[src/rtl/div_unit.sv]
// Iterative radix-2 restoring divider for DIV/DIVU; remainder on hi_out, quotient on lo_out.
// Optional DIV_UNIT_ZERO_FAST_EN: a zero divisor skips the iteration phase and finishes in one cycle.
module div_unit (
    input  logic        clk,
    input  logic        rst,
    input  logic        start,
    input  logic        signed_div,
    input  logic [31:0] dividend,
    input  logic [31:0] divisor,
    input  logic        annul,
    output logic        busy,
    output logic        done,
    output logic [31:0] hi_out,
    output logic [31:0] lo_out
);

    typedef enum logic [1:0] {
        IDLE,
        RUN,
        FIN
    } state_t;

    state_t      state_q, state_d;
    logic [32:0] rem_q, rem_d;
    logic [31:0] quo_q, quo_d;
    logic [31:0] dvsr_q, dvsr_d;
    logic [31:0] raw_q, raw_d;
    logic [4:0]  cnt_q, cnt_d;
    logic        qneg_q, qneg_d;
    logic        rneg_q, rneg_d;
    logic        zero_q, zero_d;
    logic        done_q, done_d;
    logic [31:0] hi_q, hi_d;
    logic [31:0] lo_q, lo_d;

    logic [31:0] absDividend;
    logic [31:0] absDivisor;
    logic [33:0] shifted;
    logic [33:0] diff;
    logic [31:0] quoFix;
    logic [31:0] remFix;
    logic        accept;

    // quo_q starts as the conditioned dividend and fills with quotient bits as it shifts out
    assign absDividend = (signed_div && dividend[31]) ? (~dividend + 32'd1) : dividend;
    assign absDivisor  = (signed_div && divisor[31])  ? (~divisor + 32'd1)  : divisor;
    assign shifted     = {rem_q, quo_q[31]};
    assign diff        = shifted - {2'b00, dvsr_q};
    assign quoFix      = qneg_q ? (~quo_q + 32'd1) : quo_q;
    assign remFix      = rneg_q ? (~rem_q[31:0] + 32'd1) : rem_q[31:0];
    // The done cycle still counts as the tail of the previous operation
    assign accept      = start && !annul && !done_q;

    always_ff @(posedge clk) begin
        if (rst) begin
            state_q <= IDLE;
            rem_q   <= '0;
            quo_q   <= '0;
            dvsr_q  <= '0;
            raw_q   <= '0;
            cnt_q   <= '0;
            qneg_q  <= 1'b0;
            rneg_q  <= 1'b0;
            zero_q  <= 1'b0;
            done_q  <= 1'b0;
            hi_q    <= '0;
            lo_q    <= '0;
        end else begin
            state_q <= state_d;
            rem_q   <= rem_d;
            quo_q   <= quo_d;
            dvsr_q  <= dvsr_d;
            raw_q   <= raw_d;
            cnt_q   <= cnt_d;
            qneg_q  <= qneg_d;
            rneg_q  <= rneg_d;
            zero_q  <= zero_d;
            done_q  <= done_d;
            hi_q    <= hi_d;
            lo_q    <= lo_d;
        end
    end

    always_comb begin
        state_d = state_q;
        rem_d   = rem_q;
        quo_d   = quo_q;
        dvsr_d  = dvsr_q;
        raw_d   = raw_q;
        cnt_d   = cnt_q;
        qneg_d  = qneg_q;
        rneg_d  = rneg_q;
        zero_d  = zero_q;
        done_d  = 1'b0;
        hi_d    = hi_q;
        lo_d    = lo_q;

        case (state_q)
            IDLE: begin
                if (accept) begin
                    quo_d  = absDividend;
                    dvsr_d = absDivisor;
                    raw_d  = dividend;
                    qneg_d = signed_div & (dividend[31] ^ divisor[31]);
                    rneg_d = signed_div & dividend[31];
                    zero_d = (divisor == 32'd0);
                    rem_d  = '0;
                    cnt_d  = '0;
`ifdef DIV_UNIT_ZERO_FAST_EN
                    state_d = (divisor == 32'd0) ? FIN : RUN;
`else
                    state_d = RUN;
`endif
                end
            end
            RUN: begin
                if (annul) begin
                    state_d = IDLE;
                end else begin
                    if (!diff[33]) begin
                        rem_d = diff[32:0];
                        quo_d = {quo_q[30:0], 1'b1};
                    end else begin
                        rem_d = shifted[32:0];
                        quo_d = {quo_q[30:0], 1'b0};
                    end
                    cnt_d = cnt_q + 5'd1;
                    if (cnt_q == 5'd31) begin
                        state_d = FIN;
                    end
                end
            end
            FIN: begin
                state_d = IDLE;
                if (!annul) begin
                    done_d = 1'b1;
                    if (zero_q) begin
                        lo_d = 32'hFFFF_FFFF;
                        hi_d = raw_q;
                    end else begin
                        lo_d = quoFix;
                        hi_d = remFix;
                    end
                end
            end
            default: begin
                state_d = IDLE;
            end
        endcase
    end

    assign busy   = (state_q != IDLE);
    assign done   = done_q;
    assign hi_out = hi_q;
    assign lo_out = lo_q;

endmodule
[config.mk]
export PLATFORM = sky130hd
export DESIGN_NAME = div_unit
export DESIGN_NICKNAME = d
export VERILOG_FILES = /design/src/rtl/div_unit.sv
export SDC_FILE = /design/constraint.sdc
export NUM_CORES = 1
export LEC_CHECK = 0
export BUFFER_PORTS_ARGS = -buffer_cell sky130_fd_sc_hd__buf_2
export CAP_MARGIN = 0
export CORE_ASPECT_RATIO = 2
export CORE_UTILIZATION = 30
export DETAILED_ROUTE_END_ITERATION = 7
export PLACE_DENSITY = 0.49
export SLEW_MARGIN = 40
export SYNTH_ARGS = -nofsm -noshare
export SYNTH_HDL_FRONTEND = slang
export SYNTH_SLANG_ARGS = --single-unit
[constraint.sdc]
create_clock -name clk -period 4.3 [get_ports clk]
set_clock_uncertainty 0.15 [all_clocks]
set_input_delay 0.43 -clock clk [delete_from_list [all_inputs] [get_ports clk]]
set_output_delay 0.43 -clock clk [all_outputs]
set_load 0.02 [all_outputs]
=== After elaboration in Yosys (flattened, before gate mapping) ===
Cells that the tools add are included.
Widths: inputs -> output; s select.

* Flip-flop bits (word level): 204
* Input bits: 69
* Output and inout port bits: 66

* $add $sub $neg: 6
* Equality and inequality tests: 6
* Multiplexer cells: 22
* Bitwise logic cells: 9
* Reductions and logical operators: 15

{| class="wikitable"
|+ Operator list
! operator !! count
|-
| $mux 32 || 8
|-
| $add 32x1->32 const B || 4
|-
| $not 32->32 || 4
|-
| $mux 33 || 3
|-
| $pmux 33 s2 || 1
|-
| $pmux 32 s2 || 1
|-
| $sub 34x32->34 || 1
|-
| $logic_not 32->1 || 1
|-
| $mux 5 || 2
|-
| $pmux 5 s2 || 1
|-
| $mux 2 || 3
|-
| $reduce_and 2->1 || 3
|-
| $add 5x1->5 const B || 1
|-
| $eq 5x5->1 const B || 1
|-
| $logic_and 1x1->1 || 4
|-
| $ne 2x2->1 const B || 2
|-
| $pmux 2 s2 || 1
|-
| $reduce_bool 2->1 || 2
|-
| $ne 3x3->1 const B || 1
|-
| $reduce_and 3->1 || 1
|-
| $and 1x1->1 || 2
|-
| $eq 2x1->1 const B || 1
|-
| $eq 2x2->1 const B || 1
|-
| $logic_not 1->1 || 2
|-
| other kinds (5) || 7
|}

=== Depth between registers and ports, before layout ===
Gate-level depths: netlist (run 1).

* Depth in word-level cells: 5
* Gate-level depth with buffers: 13

=== Worst setup path before layout (run 1) ===
No wires, ideal clock.

* Path kind: reg-to-reg
* From: register rem_q[18]
* To: register rem_q[20]
* Library setup time: 0.087 ns
* Data arrival time: 3.015 ns
* Data required time: 4.063 ns
* Slack: 1.048 ns
* Stages on the path, launching flop included: 13
* Path buffers: 2
* Clock period less this slack: 3.252 ns
* Path through: dfxtp_1 ha_1 clkbuf_1 nand2_1 o21ai_0 a2111oi_0 a211oi_1 a211oi_1 o21ai_2 xnor2_1 clkbuf_1 a32oi_1 o31ai_1

* Cells in the longest elaborated chain, start to end: 4

{| class="wikitable"
|+ Ends and longest elaborated chain
! element !! RTL line !! RTL
|-
| start: declaration || 24 || <nowiki>logic [32:0] rem_q, rem_d;</nowiki>
|-
| start signal: assignment || 70 || <nowiki>rem_q <= rem_d;</nowiki>
|-
| $sub 34x32->34 || 48 || <nowiki>assign diff = shifted - {2'b00, dvsr_q};</nowiki>
|-
| $mux 33 || 120 || <nowiki>if (!diff[33]) begin</nowiki>
|-
| $mux 33 || 117 || <nowiki>if (annul) begin</nowiki>
|-
| $pmux 33 s2 || 98 || <nowiki>case (state_q)</nowiki>
|}

Every way passes these cells. The select of a mux whose other input is x is not followed.
A chain may end at the register's enable or synchronous reset.

=== Final worst setup path (run 1) ===
* From: register rem_q[18]
* To: register rem_q[2]

Same word-level chain as after synthesis.

==> impl_metrics.py, run 1 <==
metrics = {
    "synthesis": {
        "seq_area_frac_synth_pct": 33.7,
        "syn-instance-count": 1635,
        "synth_nets": 1743,
        "syn_area_mm2": 0.0121,
        "postSynth.asyncResetShare_pct": 0,
        "yosys_warnings": 0,
        "ys_types": 59,
        "ys.flop_type": "dfxtp_1",
        "synth-edff-count": 0,
        "ys_seq_elements": 204,
        "avgSynthCellArea_um2": 7.42,
    },
    "cells_and_area": {
        "register_area_mm2": 0.00409,
        "drive_above_1_share_pct": 13.0,
        "multiInputGateArea_mm2": 0.00750,
        "layout.cells.non_filler": 2252,
        "final_cell_mix": "263 x nand2_1, 203 x dfxtp_1, 164 x nor2_1, 145 x a21oi_1, 133 x buf_2",
        "layout_commonest_cell": "nand2_1",
        "nNetsFinal": 1818,
        "area_growth_pct": 16.3,
        "nFillCells": 4396,
    },
    "worst_setup_path": {
        "cp_cell_sequence": "ha_1 -> nand2_1 -> o21ai_0 -> a2111oi_0 -> a211oi_1 -> a211oi_1 -> o21ai_2 -> xnor2_2 -> buf_12 -> nand2_1 -> a32o_1",
        "r2r_cells": 11,
        "crit_buf_inv": 1,
        "r2r-end": "rem_q[2]$_SDFFE_PP0P_",
        "path_class": "register to register",
        "crit_slowest_cell": "a2111oi_0",
        "worstPathRequired_ns": 4.56,
        "start_kind": "register",
        "critical_path_peak_fanout": 26,
        "slowest_delay_ns": 0.60,
        "arrival_ns": 4.00,
        "critPathTopFamily": "compound AO/OA/AOI/OAI gates",
        "crit_path_end_kind": "register",
        "worst-r2r-setup-slack_ns": 0.56,
        "r2r-start": "rem_q[18]$_SDFFE_PP0P_",
    },
    "global_route": {
        "grt_max_degree": 104,
        "grt_pass1_vias": 11500,
        "grt_overflow": 0,
        "grtUsageTotal_pct": 20.4,
        "grt_pass1_wl_um": 64900,
        "antenna_found_initial": 1,
    },
    "timing": {
        "drv_slew": 0,
        "hold_violations": 0,
        "period_share_pct": 86.9,
        "setup_slack_ns": 0.562,
        "rsz0062_at_grt": "no",
        "worst_hold_slack_ns": 0.0420,
        "final-setup-viol-count": 0,
        "finalSetupTns_ns": 0,
        "relSlewSlack_pct": 47.4,
        "fmax_mhz": 268,
        "tightest_slew_ns": 0.786,
        "post-route-min-period_ns": 3.74,
    },
    "place": {
        "place_congestion": 0.867,
        "place_ws_ns": 0.534,
        "io_buffers": 134,
        "place_hpwl_um": 32100,
        "dpl.cell_count": 2211,
    },
    "outcome": {
        "status": "finished clean",
    },
    "power": {
        "p_per_area_mw_per_mm2": 340,
        "p_leak_nw": 5.64,
        "ir_worst_vdd_v": 0.000175,
    },
    "route": {
        "drc": 0,
        "firstDrtPassIters": 6,
        "antenna_left": 0,
        "routed_wl_um": 41600,
        "drtIter0Drc": 460,
        "wire_per_inst_um": 18.5,
        "num_vias": 11600,
        "viasPerCell": 5.15,
    },
    "clocking": {
        "ctsHoldBuffers": 0,
        "clock_latency_ns": 0.52,
        "cts-resized-gates": 0,
        "cts_max_path_buffers": 3,
        "clkTransAtPathRegs_ns": 0.06,
        "cts_root_buf": "clkbuf_16",
        "cts.htree.levels": 1,
        "cts_inserted_buffers": 22,
        "post_cts_buffers": 0,
        "cts_tree": "built",
        "cts_sinks": 204,
    },
    "min_path": {
        "worst_hold_path_type": "input port to register",
        "hold_end": "raw_q[8]$_SDFFE_PP0P_",
        "whs_path_depth": 3,
        "min_from": "dividend[8]",
    },
    "floorplanning": {
        "ioPinCount": 135,
        "core_mm2": 0.0397,
        "die_h_um": 286,
        "die_area_mm2": 0.0413,
        "dieWidth_um": 144,
        "placementRows": 103,
        "initial_core_util_pct": 30.6,
    },
    "flow_run": {
        "drv_cap": 0,
    },
}
==> stage by stage <==
stage	total power [mW]	utilization, %	cell area [µm²]
floorplan	2.54	-	12100
global placement	2.80	33.6	13300
detailed placement	2.80	33.6	13300
CTS	4.88	35.5	14100
global route	5.02	35.5	14100
finish	4.80	35.5	14100
==> metal layers <==
layer	track usage (%)	routed length [µm]
met1	19.1	14300
met2	41.2	23700
met3	1.77	1050
met4	12.5	2600
met5	0	0
==> worst max path at each step <==
stage | start | endpoint | slack [ns] | cells after the start
floorplan | rem_q[18]$_SDFFE_PP0P_ | rem_q[20]$_SDFFE_PP0P_ | 1.05 | 12
finish | rem_q[18]$_SDFFE_PP0P_ | rem_q[2]$_SDFFE_PP0P_ | 0.56 | 11
CTS | quo_q[6]$_SDFFE_PP0P_ | lo_out[31]$_SDFFE_PP0P_ | 0.52 | 9
detailed placement | quo_q[6]$_SDFFE_PP0P_ | lo_out[31]$_SDFFE_PP0P_ | 0.53 | 9
global placement | quo_q[6]$_SDFFE_PP0P_ | lo_out[31]$_SDFFE_PP0P_ | 0.58 | 9
global route | rem_q[18]$_SDFFE_PP0P_ | rem_q[2]$_SDFFE_PP0P_ | 0.1 | 11
==> power breakdown <==
part	internal (mW)	switching (mW)	leakage, nW
sequential	1.95	0.0574	1.66
combinational	0.278	0.465	3.61
clock	1.21	0.839	0.375
==> worst register-to-register path: cells and delay by family (launching register included) <==
| family | cells | cell delay, ns |
|---|---|---|
| simple gates | 2 | 0.27 |
| fa+ha+maj | 1 | 0.36 |
| flops | 1 | 0.46 |
| compound gates | 6 | 1.64 |
| buf+inv | 1 | 0.25 |
| xor+xnor | 1 | 0.49 |
==> Yosys cell counts (all sizes together) (3+ instances only) <==
cell type  instances  area [µm²]
nand2            264         991
dfxtp            204        4080
nor2             166         623
a21oi            145         726
clkbuf            99         372
nand3             89         445
o21ai             86         434
xnor2             75         657
xor2              73         639
a211oi            52         390
inv               49         184
ha                38         475
nor3              37         195
o31ai             32         255
o22ai             23         144
or4               23         176
o41ai             19         185
a21o              16         120
or3               13        86.3
a31oi             11        68.8
buf               11        41.3
a32oi              9        78.8
nor2b              9        56.3
nand2b             8        50.1
nand4              8        50.1
nor4               8        50.1
and2               7        43.8
or2                7        43.8
a311oi             6        52.6
a2111oi            5        43.8
a221oi             5        43.8
and3               5        31.3
o21a               5        37.5
o211ai             4        30.0
mux2i              3        30.0
==> flip-flops by register name, indices dropped and copies added (netlist names) <==
register / cells
hi_out: 32
zero_q: 1
state_q: 2
dvsr_q: 32
done: 1
rneg_q: 1
raw_q: 32
lo_out: 32
qneg_q: 1
cnt_q: 5
rem_q: 33
quo_q: 32
==> final cells by class <==
class | count | share of cell area (%)
Antenna cell | 1 | 0.0177
Tap cell | 525 | 4.66
Sequential cell | 204 | 29.0
Clock buffer | 29 | 4.45
Inverter | 49 | 1.30
Clock inverter | 11 | 0.984
Timing Repair Buffer | 161 | 6.50
Multi-Input combinational cell | 1272 | 53.1
==> kinds of logic after synthesis <==
logic type               Yosys count  share of synthesized area [%]
AO/OA/AOI/OAI                    432                           22.6
XOR/XNOR                         148                           10.7
adder cells (fa/ha/maj)           39                           4.08
buffers and inverters            159                           4.92
flip-flops                       204                           33.7
multiplexers                       3                          0.248
AND/OR/NAND/NOR                  650                           23.8
No activity file was read; power rests on OpenSTA's default activity.
==> run 2, diff against run 1 <==
--- a/config.mk
+++ b/config.mk
@@ -11,6 +11,7 @@
 export CORE_UTILIZATION = 30
 export DETAILED_ROUTE_END_ITERATION = 7
 export PLACE_DENSITY = 0.49
+export REMOVE_ABC_BUFFERS = 1
 export SLEW_MARGIN = 40
 export SYNTH_ARGS = -nofsm -noshare
 export SYNTH_HDL_FRONTEND = slang
==> run 2 against run 1 <==
Fmax shrank 0.83%. Hold slack got worse by 0.0071 ns. Register-to-register slack got worse by 0.03 ns. Non-clock buffer count down 1. First-iteration DRC count rose by 13%. Critical endpoint is now lo_out[31]$_SDFFE_PP0P_. Sequential power about the same. Clock power shrank 12%. Sequential cell count stayed put. Core utilization down 0.26 points.
==> impl_metrics.py, run 2 (synthesis results as in run 1) <==
metrics = {
    "outcome": {
        "status": "finished clean",
    },
    "global_route": {
        "use_met3_pct": 1.60,
        "gr-usage-met2_pct": 36.8,
        "grtUsageTotal_pct": 18.5,
        "grt_use_met1_pct": 19.0,
        "grt-busiest-layer": "met2",
        "grt_overflow": 0,
        "grt_pass1_vias": 11300,
        "grt_max_degree": 75,
        "grt_pass1_wl_um": 60300,
        "antenna_found_initial": 2,
    },
    "route": {
        "wire_per_inst_um": 16.7,
        "routed_wl_um": 37700,
        "viasPerCell": 5.08,
        "drc": 0,
        "firstDrtPassIters": 7,
        "antenna_left": 0,
        "drtIter0Drc": 518,
        "num_vias": 11400,
    },
    "clocking": {
        "cts_root_buf": "clkbuf_16",
        "clkTransAtPathRegs_ns": 0.07,
        "cts_tree": "built",
        "cts-resized-gates": 0,
        "cts_inserted_buffers": 21,
        "cts.htree.levels": 1,
        "clock_latency_ns": 0.52,
        "cts_sinks": 204,
        "cts_max_path_buffers": 3,
    },
    "worst_setup_path": {
        "worstPathRequired_ns": 4.53,
        "critical_path_peak_fanout": 7,
        "r2r-start": "quo_q[6]$_SDFFE_PP0P_",
        "cp_cell_sequence": "or4_4 -> or4_1 -> or2_1 -> or3_1 -> or3_4 -> o31ai_2 -> xnor2_1 -> nor3_1 -> nor3_1",
        "cpMostUsedCell": "nor3_1",
        "path_class": "register to register",
        "arrival_ns": 4.00,
        "slowest_delay_ns": 0.58,
        "crit_slowest_cell": "or4_4",
        "crit_start": "quo_q[6]$_SDFFE_PP0P_",
        "start_kind": "register",
        "crit_path_end_kind": "register",
    },
    "floorplanning": {
        "ioPinCount": 135,
        "placementRows": 103,
        "core_mm2": 0.0397,
        "die_h_um": 286,
        "dieWidth_um": 144,
        "initial_core_util_pct": 30.6,
        "die_area_mm2": 0.0413,
    },
    "cells_and_area": {
        "nNetsFinal": 1816,
        "layout_commonest_cell": "nand2_1",
        "layout.cells.non_filler": 2250,
        "final_cell_mix": "264 x nand2_1, 202 x dfxtp_1, 164 x nor2_1, 145 x a21oi_1, 133 x buf_2",
        "area_growth_pct": 15.4,
        "drive_above_1_share_pct": 12.8,
        "largest_register_ffs": 33,
        "largest-register": "rem_q",
    },
    "place": {
        "io_buffers": 134,
        "dpl.cell_count": 2209,
        "place_congestion": 0.859,
        "place_hpwl_um": 29100,
    },
    "power": {
        "p_per_area_mw_per_mm2": 324,
        "p_leak_nw": 5.58,
        "fin_total_pwr_mw": 4.54,
        "ir_worst_vdd_v": 0.000202,
    },
    "min_path": {
        "worst_hold_path_type": "input port to register",
        "min_from": "dividend[4]",
    },
    "timing": {
        "tightest_slew_ns": 0.798,
        "rsz0062_at_grt": "no",
        "hold_violations": 0,
        "post-route-min-period_ns": 3.77,
        "period_share_pct": 87.6,
        "finalSetupTns_ns": 0,
        "relSlewSlack_pct": 46.8,
        "drv_slew": 0,
        "final-setup-viol-count": 0,
        "fmax_mhz": 265,
    },
    "flow_run": {
        "drv_cap": 0,
    },
}
[run 2: worst paths after layout]
path / to / cells after the start / slack, ns
max reg2reg: lo_out[31]$_SDFFE_PP0P_ / 9 / 0.53
min reg2reg: hi_out[1]$_SDFFE_PP0P_ / 2 / 0.30
min: raw_q[4]$_SDFFE_PP0P_ / 3 / 0.03
max: lo_out[31]$_SDFFE_PP0P_ / 9 / 0.53
[run 2: per-layer routing]
metal  up-vias  part of all wire [%]
li1       5890                     -
met1      5258                    38
met2       213                    55
met3        68                   2.9
met4         0                   4.0
met5         -                     0
[run 2: area by class of cell]
type                       count  area [µm²]
tap                          525         657
inverter                      49         184
antenna                        2        5.00
clock inverter                 8        48.8
multi-input combinational   1272        7490
fill                        4354       25700
sequential                   204        4090
clock buffer                  30         619
timing repair buffer         160         912
[run 2: where the power goes]
| group | leakage (nW) | internal (mW) | total (mW) | switching, mW |
|---|---|---|---|---|
| Combinational | 3.60 | 0.278 | 0.715 | 0.437 |
| Sequential | 1.66 | 1.95 | 2.01 | 0.0578 |
| Clock | 0.330 | 1.01 | 1.81 | 0.808 |
| Total | 5.58 | 3.23 | 4.54 | 1.30 |
[run 2: per-stage QoR]
stage | area (µm²) | utilization [%] | setup slack (ns) | hold WS, ns
after floorplan | 11700 | - | -0.938 | 0.280
after global placement | 13300 | 33.6 | 0.381 | 0.292
after detailed placement | 13300 | 33.6 | 0.451 | 0.297
after CTS | 14000 | 35.3 | 0.425 | 0.00655
after global routing | 14000 | 35.3 | 0.304 | 0.0348
final | 14000 | 35.3 | 0.531 | 0.0349
[run 2: critical path, delay by kind of cell, from the launching register on]
kind	cells	cell delay, ns
xor gates and xnor gates	1	0.30
and+or+nand+nor	7	2.38
DFF	1	0.37
AOI/OAI and AO/OA	1	0.42
[run 2: what timing repair did]
action	in CTS	in global routing
hold buffers	1	0
endpoints found under the hold margin	1	0
setup buffers	0	0
